### src/rtl/crc32_pkg.sv
// Shared constants, FSM state type and the byte-wide reflected CRC-32 step
// for the streaming Ethernet CRC engine.
package crc32_pkg;

    localparam logic [31:0] CRC32_INIT      = 32'hFFFF_FFFF;
    localparam logic [31:0] CRC32_POLY_REFL = 32'hEDB8_8320;
    localparam logic [31:0] CRC32_RESIDUE   = 32'hDEBB_20E3;

    typedef enum logic {
        ST_IDLE  = 1'b0,
        ST_FRAME = 1'b1
    } crc_state_e;

    // Eight bit steps, LSB of the byte first; the loop fully unrolls.
    function automatic logic [31:0] crc32_byte(input logic [31:0] crc, input logic [7:0] data);
        logic [31:0] c;
        c = crc;
        for (int i = 0; i < 8; i++) begin
            c = (c >> 1) ^ ((c[0] ^ data[i]) ? CRC32_POLY_REFL : 32'h0);
        end
        return c;
    endfunction

endpackage

### src/rtl/crc32_lane_chain.sv
// Combinational CRC update over one beat: byte lanes applied in ascending
// order, lanes with keep=0 pass the CRC through unchanged.
module crc32_lane_chain
    import crc32_pkg::*;
#(
    parameter  int DATA_W = 64,
    localparam int KEEP_W = DATA_W / 8
) (
    input  logic [31:0]       crc_in,
    input  logic [DATA_W-1:0] data,
    input  logic [KEEP_W-1:0] keep,
    output logic [31:0]       crc_out
);

    logic [31:0] c;

    always_comb begin
        c = crc_in;
        for (int i = 0; i < KEEP_W; i++) begin
            if (keep[i]) begin
                c = crc32_byte(c, data[8*i +: 8]);
            end
        end
        crc_out = c;
    end

endmodule

### src/rtl/crc32_stream.sv
// Streaming CRC-32 engine: frame FSM, running CRC register and registered
// per-frame results (FCS for TX, residue check for RX).
module crc32_stream
    import crc32_pkg::*;
#(
    parameter  int DATA_W = 64,
    localparam int KEEP_W = DATA_W / 8
) (
    input  logic              clk,
    input  logic              rst_n,
    input  logic              in_valid,
    input  logic              in_sop,
    input  logic              in_eop,
    input  logic [KEEP_W-1:0] in_keep,
    input  logic [DATA_W-1:0] in_data,
    output logic              out_valid,
    output logic [31:0]       out_fcs,
    output logic              out_ok,
    output logic              out_err,
    output logic              busy
);

    crc_state_e  state_q, state_d;
    logic [31:0] crc_q, crc_d;
    logic        out_valid_q, out_valid_d;
    logic [31:0] out_fcs_q, out_fcs_d;
    logic        out_ok_q, out_ok_d;
    logic        out_err_q, out_err_d;

    logic [31:0] step_base;
    logic [31:0] step_crc;

    // A sop beat always restarts from INIT, even when it aborts an open frame.
    assign step_base = (state_q == ST_FRAME && !in_sop) ? crc_q : CRC32_INIT;

    crc32_lane_chain #(.DATA_W(DATA_W)) u_chain (
        .crc_in  (step_base),
        .data    (in_data),
        .keep    (in_keep),
        .crc_out (step_crc)
    );

    always_comb begin
        state_d     = state_q;
        crc_d       = crc_q;
        out_valid_d = 1'b0;
        out_err_d   = 1'b0;
        out_fcs_d   = out_fcs_q;
        out_ok_d    = out_ok_q;

        if (in_valid) begin
            if (in_sop || state_q == ST_FRAME) begin
                crc_d = step_crc;
                if (in_sop && state_q == ST_FRAME) begin
                    out_err_d = 1'b1;
                end
                if (in_eop) begin
                    state_d     = ST_IDLE;
                    out_valid_d = 1'b1;
                    out_fcs_d   = ~step_crc;
                    out_ok_d    = (step_crc == CRC32_RESIDUE);
                end else begin
                    state_d = ST_FRAME;
                end
            end else begin
                // Stray beat outside a frame: dropped, CRC untouched.
                out_err_d = 1'b1;
            end
        end
    end

    always_ff @(posedge clk) begin
        if (!rst_n) begin
            state_q     <= ST_IDLE;
            crc_q       <= CRC32_INIT;
            out_valid_q <= 1'b0;
            out_fcs_q   <= 32'h0;
            out_ok_q    <= 1'b0;
            out_err_q   <= 1'b0;
        end else begin
            state_q     <= state_d;
            crc_q       <= crc_d;
            out_valid_q <= out_valid_d;
            out_fcs_q   <= out_fcs_d;
            out_ok_q    <= out_ok_d;
            out_err_q   <= out_err_d;
        end
    end

    assign out_valid = out_valid_q;
    assign out_fcs   = out_fcs_q;
    assign out_ok    = out_ok_q;
    assign out_err   = out_err_q;
    assign busy      = (state_q == ST_FRAME);

endmodule

### config.mk
export PLATFORM = sky130hd
export DESIGN_NAME = crc32_stream
export DESIGN_NICKNAME = d
export VERILOG_FILES = /design/src/rtl/crc32_pkg.sv /design/src/rtl/crc32_lane_chain.sv /design/src/rtl/crc32_stream.sv
export SDC_FILE = /design/constraint.sdc
export NUM_CORES = 1
export LEC_CHECK = 0
export CORE_MARGIN = 2
export CORE_UTILIZATION = 40
export CTS_BUF_LIST = sky130_fd_sc_hd__clkbuf_4
export DETAILED_ROUTE_END_ITERATION = 8
export GPL_TIMING_DRIVEN = 0
export PLACE_DENSITY = 0.56
export SLEW_MARGIN = 20
export SYNTH_ARGS = -nofsm -noshare
export SYNTH_HDL_FRONTEND = slang
export SYNTH_SLANG_ARGS = --single-unit
export TNS_END_PERCENT = 10
### constraint.sdc
create_clock -name clk -period 25 [get_ports clk]
set_clock_uncertainty 0.1 [all_clocks]
set_input_delay 5 -clock clk [delete_from_list [all_inputs] [get_ports clk]]
set_output_delay 5 -clock clk [all_outputs]
set_load 0.01 [all_outputs]
==> summary.md <==
The run finished with clean final reports. Clock latency on the worst-skew pair, taken at its later pin, is 0.43 ns. After clock tree synthesis, the clock-pin slew on the worst setup and hold paths is 0.12 ns. The count of antenna-violating nets left after detailed routing is 0, and the total grt overflow is 0. The worst hold slack after final layout is 0.364 ns. The tools report the global router's overall resource usage as 28.0%.

Measured along the x axis, the die boundary spans 205 um. The run gives 0 as the number of hold-repair buffers added at the cts stage. The primary flip-flop cell chosen by synthesis mapping was dfxtp_1. The vertical extent of the die was 205 um.

TritonCTS built the clock tree. For this configuration, the core starts out at a cell density of 40.6%. At the worst endpoint, the arrival time is 18.01 ns. The per-cell routed wire length was 22.7 um. For this run, design rule violations remaining after detail routing come to 0. For the total routed wirelength, the log shows 60.2 mm. The required time of the worst setup path came out at 25.25 ns. For the post-CTS setup-driven buffer insertion count, the log shows 0. Setup repair after global routing left no endpoint under its margin. Summed over all nets, the half-perimeter wirelength after detailed placement is 49.7 mm. Buffers placed on the I/O ports in this run total 103.

The tools report the total iterations of the first detailed-routing run as 5. For the via count of the first global-routing pass, the log shows 14900. For the final weighted congestion in routability-driven placement, the log shows 0.946. The mean instance size in the synthesized netlist works out to 8.03 sq um.

The sequential cell area fraction in the yosys report is 8.45%, and the post-layout worst setup margin is 7.25 ns. Setup violations remaining at the end of the flow were counted as 0. The setup slack after placement was 7.03 ns. The detailed router finished its first iteration with 1387 violations.

After floorplanning, the core was divided into 73 placement rows. Counting every sink on the clock net gives 68. The multi-input combinational cells in the finished layout cover a total of 14100 sq um.

The tree is rooted in a clkbuf_4. The share of the cycle needed by the critical path after routing was 71.0%. The category of the worst setup path capture point is a flip-flop.

Critical path class: in -> reg. The tool flagged a number of max-cap violations equal to 0. The total area inside the core boundary comes to 39700 sq um. The initial antenna violation count was 0; the final max-slew violation count was 0.

For this design the top-level I/O count stands at 113. The delay contributed by the slowest stage of the critical path is 0.73 ns, and the count of fill cells added during filler insertion is 4032. During synthesis, Yosys emitted a total of 0 warnings. In this run, synthesis inferred 0 flip-flops with an integrated enable.

On the critical path, the stage with the largest delay is an instance of xor2_1. The die covers 41900 sq um. The share of layout cells above drive strength 1 was 8.09%; the area growth from synthesis to final layout was 11.5%.

Synthesis produced a netlist with a net count of 2085. Registers take 1360 sq um. The tools report the number of hold violations in the final report as 0. The cell area after synthesis was 16100 sq um; the peak fanout along the critical path was 10. In this run the number of H-tree levels came out at 3. For this run, the top clock speed supported by timing is 0.0563 GHz.

The most numerous cell type found on the critical path is xnor2_1. The kind of start point of the critical path was an input port. After the last flow step, the layout net total stands at 2199. Worst hold-check path type: reg -> reg. The number of gates given a new drive strength after cts came out at 0. The number of vias in the routed layout came out at 15900. The logs give 2 for the buffer depth of the longest clock path and 117 for the count of cell types in the netlist. The synthesized design contains 68 register bits. The number of buffers created by CTS is 9. Synthesis handed over a netlist of 2006 instances.

The logic depth of the worst register-to-register path works out to 36. Measured on the finished design, the core utilization comes to 45.2%. The worst hold path cell count was 2; the pin count of the biggest net entering global routing was 15. Dividing the detail-routed via count by the number of cells gives 6.00. The async set-or-reset flop fraction in the synthesized netlist was 0%; the remaining max-slew budget at the tightest pin was 27.9%. The transition time at the pin with the least slew margin came out at 1.07 ns.

Subtracting the final worst setup slack from the clock period gives 17.75 ns. In the final timing run, aggregate negative setup slack is 0 ns. The run gives 90.4 mm as the wire length of the first global-routing pass.
path summary, 6_finish.rpt:
check,from,endpoint,slack (ns)
worst max-delay path,in_keep[1],out_ok,7.25
worst min-delay path,out_fcs[25],out_fcs[25],0.36
worst max register to register,busy,out_ok,12.12
worst min register to register,out_fcs[25],out_fcs[25],0.36
worst max-delay path, delay by kind of cell:
kind	cells	cell delay [ns]
buffers and inverters	10	4.82
XOR/XNOR	13	4.40
AO/OA/AOI/OAI	5	1.55
multiplexers	3	1.18
AND/OR/NAND/NOR	3	1.01
per-layer routing:
metal,track usage (%),share of wire [%],vias up
li1,-,-,7509
met1,39.3,45,7732
met2,46.0,46,605
met3,2.42,6.2,79
met4,6.78,2.4,0
met5,0,0,-
Yosys cell counts, drive strengths merged, types with 7 or more instances:
| library cell | number | share of area (%) |
|---|---|---|
| o2111ai | 7 | 0.38 |
| nor2 | 140 | 3.3 |
| nand2 | 157 | 3.7 |
| a21oi | 109 | 3.4 |
| nand2b | 30 | 1.2 |
| nor3 | 57 | 1.9 |
| o21ai | 94 | 3.0 |
| nand3 | 60 | 1.9 |
| xnor3 | 62 | 8.7 |
| or4 | 13 | 0.63 |
| and3 | 30 | 1.2 |
| o21a | 13 | 0.61 |
| a2111oi | 9 | 0.53 |
| xnor2 | 291 | 17 |
| mux2 | 25 | 1.7 |
| a211o | 15 | 0.82 |
| and2 | 30 | 1.2 |
| clkbuf | 80 | 1.9 |
| mux2i | 90 | 5.7 |
| nor4b | 10 | 0.64 |
| nand4 | 12 | 0.50 |
| a31oi | 18 | 1.0 |
| nor4 | 15 | 0.81 |
| nor3b | 11 | 0.51 |
| buf | 51 | 1.7 |
| a22o | 18 | 0.98 |
| or2 | 14 | 0.54 |
| or3 | 29 | 1.1 |
| a311oi | 9 | 0.71 |
| dfxtp | 68 | 8.4 |
| a21boi | 8 | 0.37 |
| o211a | 10 | 0.62 |
| a211oi | 24 | 1.2 |
| o31ai | 10 | 0.53 |
| nand3b | 7 | 0.33 |
| nor2b | 16 | 0.62 |
| a21o | 19 | 0.89 |
| inv | 28 | 0.65 |
| o22ai | 7 | 0.27 |
| o211ai | 50 | 2.4 |
| xor3 | 14 | 2.1 |
| xor2 | 147 | 8.5 |
flip-flops by register name (all words and copies together) (netlist names):
name	cells
crc_q	32
busy	1
out_ok	1
out_valid	1
out_fcs	32
out_err	1
layout make-up:
cell class	count	share of cell area, %
antenna	2	0.0279
tap	525	3.66
timing repair buffer	103	5.74
clock buffer	9	0.376
multi-input combinational	1777	78.3
inverter	30	0.627
buffer	131	3.23
clock inverter	7	0.460
sequential	68	7.58
kinds of logic after synthesis:
kind of cell	count (synthesis)	synth area share [%]
mux	115	7.49
buf+inv	161	4.30
flops	68	8.45
fa+ha+maj	2	0.155
compound gates	497	22.2
simple gates	649	21.1
xor+xnor	514	36.3
stage by stage:
stage / std cells / cell area [sq um]
after floorplan: 2006 / 16100
after global placement: 2634 / 17800
after detailed placement: 2634 / 17800
after CTS: 2650 / 18000
after global routing: 2650 / 18000
final: 2652 / 18000
cells in the final DEF, fill, tap and decap left out, types with 10 or more instances in the layout:
master,netlist,layout
nor3_1,54,54
or4_1,12,12
a21o_1,19,19
nor4_1,12,12
o211ai_1,48,48
o21a_1,13,13
nand4_1,11,11
xnor3_1,62,62
o21ai_0,87,87
nor3b_1,11,11
buf_1,13,13
nor2b_1,16,16
inv_1,27,27
a21oi_1,109,109
clkdlybuf4s50_1,0,103
nand2_1,155,155
o211a_1,10,10
xor2_1,141,141
mux2_2,25,25
mux2i_1,88,88
xnor2_2,16,16
a22o_1,18,18
or2_2,13,13
nand2b_1,30,30
a31oi_1,14,14
buf_2,26,26
nor2_1,137,137
and3_1,30,30
nand3_1,59,59
clkbuf_1,80,80
xnor2_1,271,271
and2_1,26,26
dfxtp_1,68,68
a211o_1,15,15
a211oi_1,22,22
xor3_1,13,13
or3_1,29,29
Power is not shown: default switching activity piles up to over one toggle a cycle in this logic, so the estimate is an artifact.
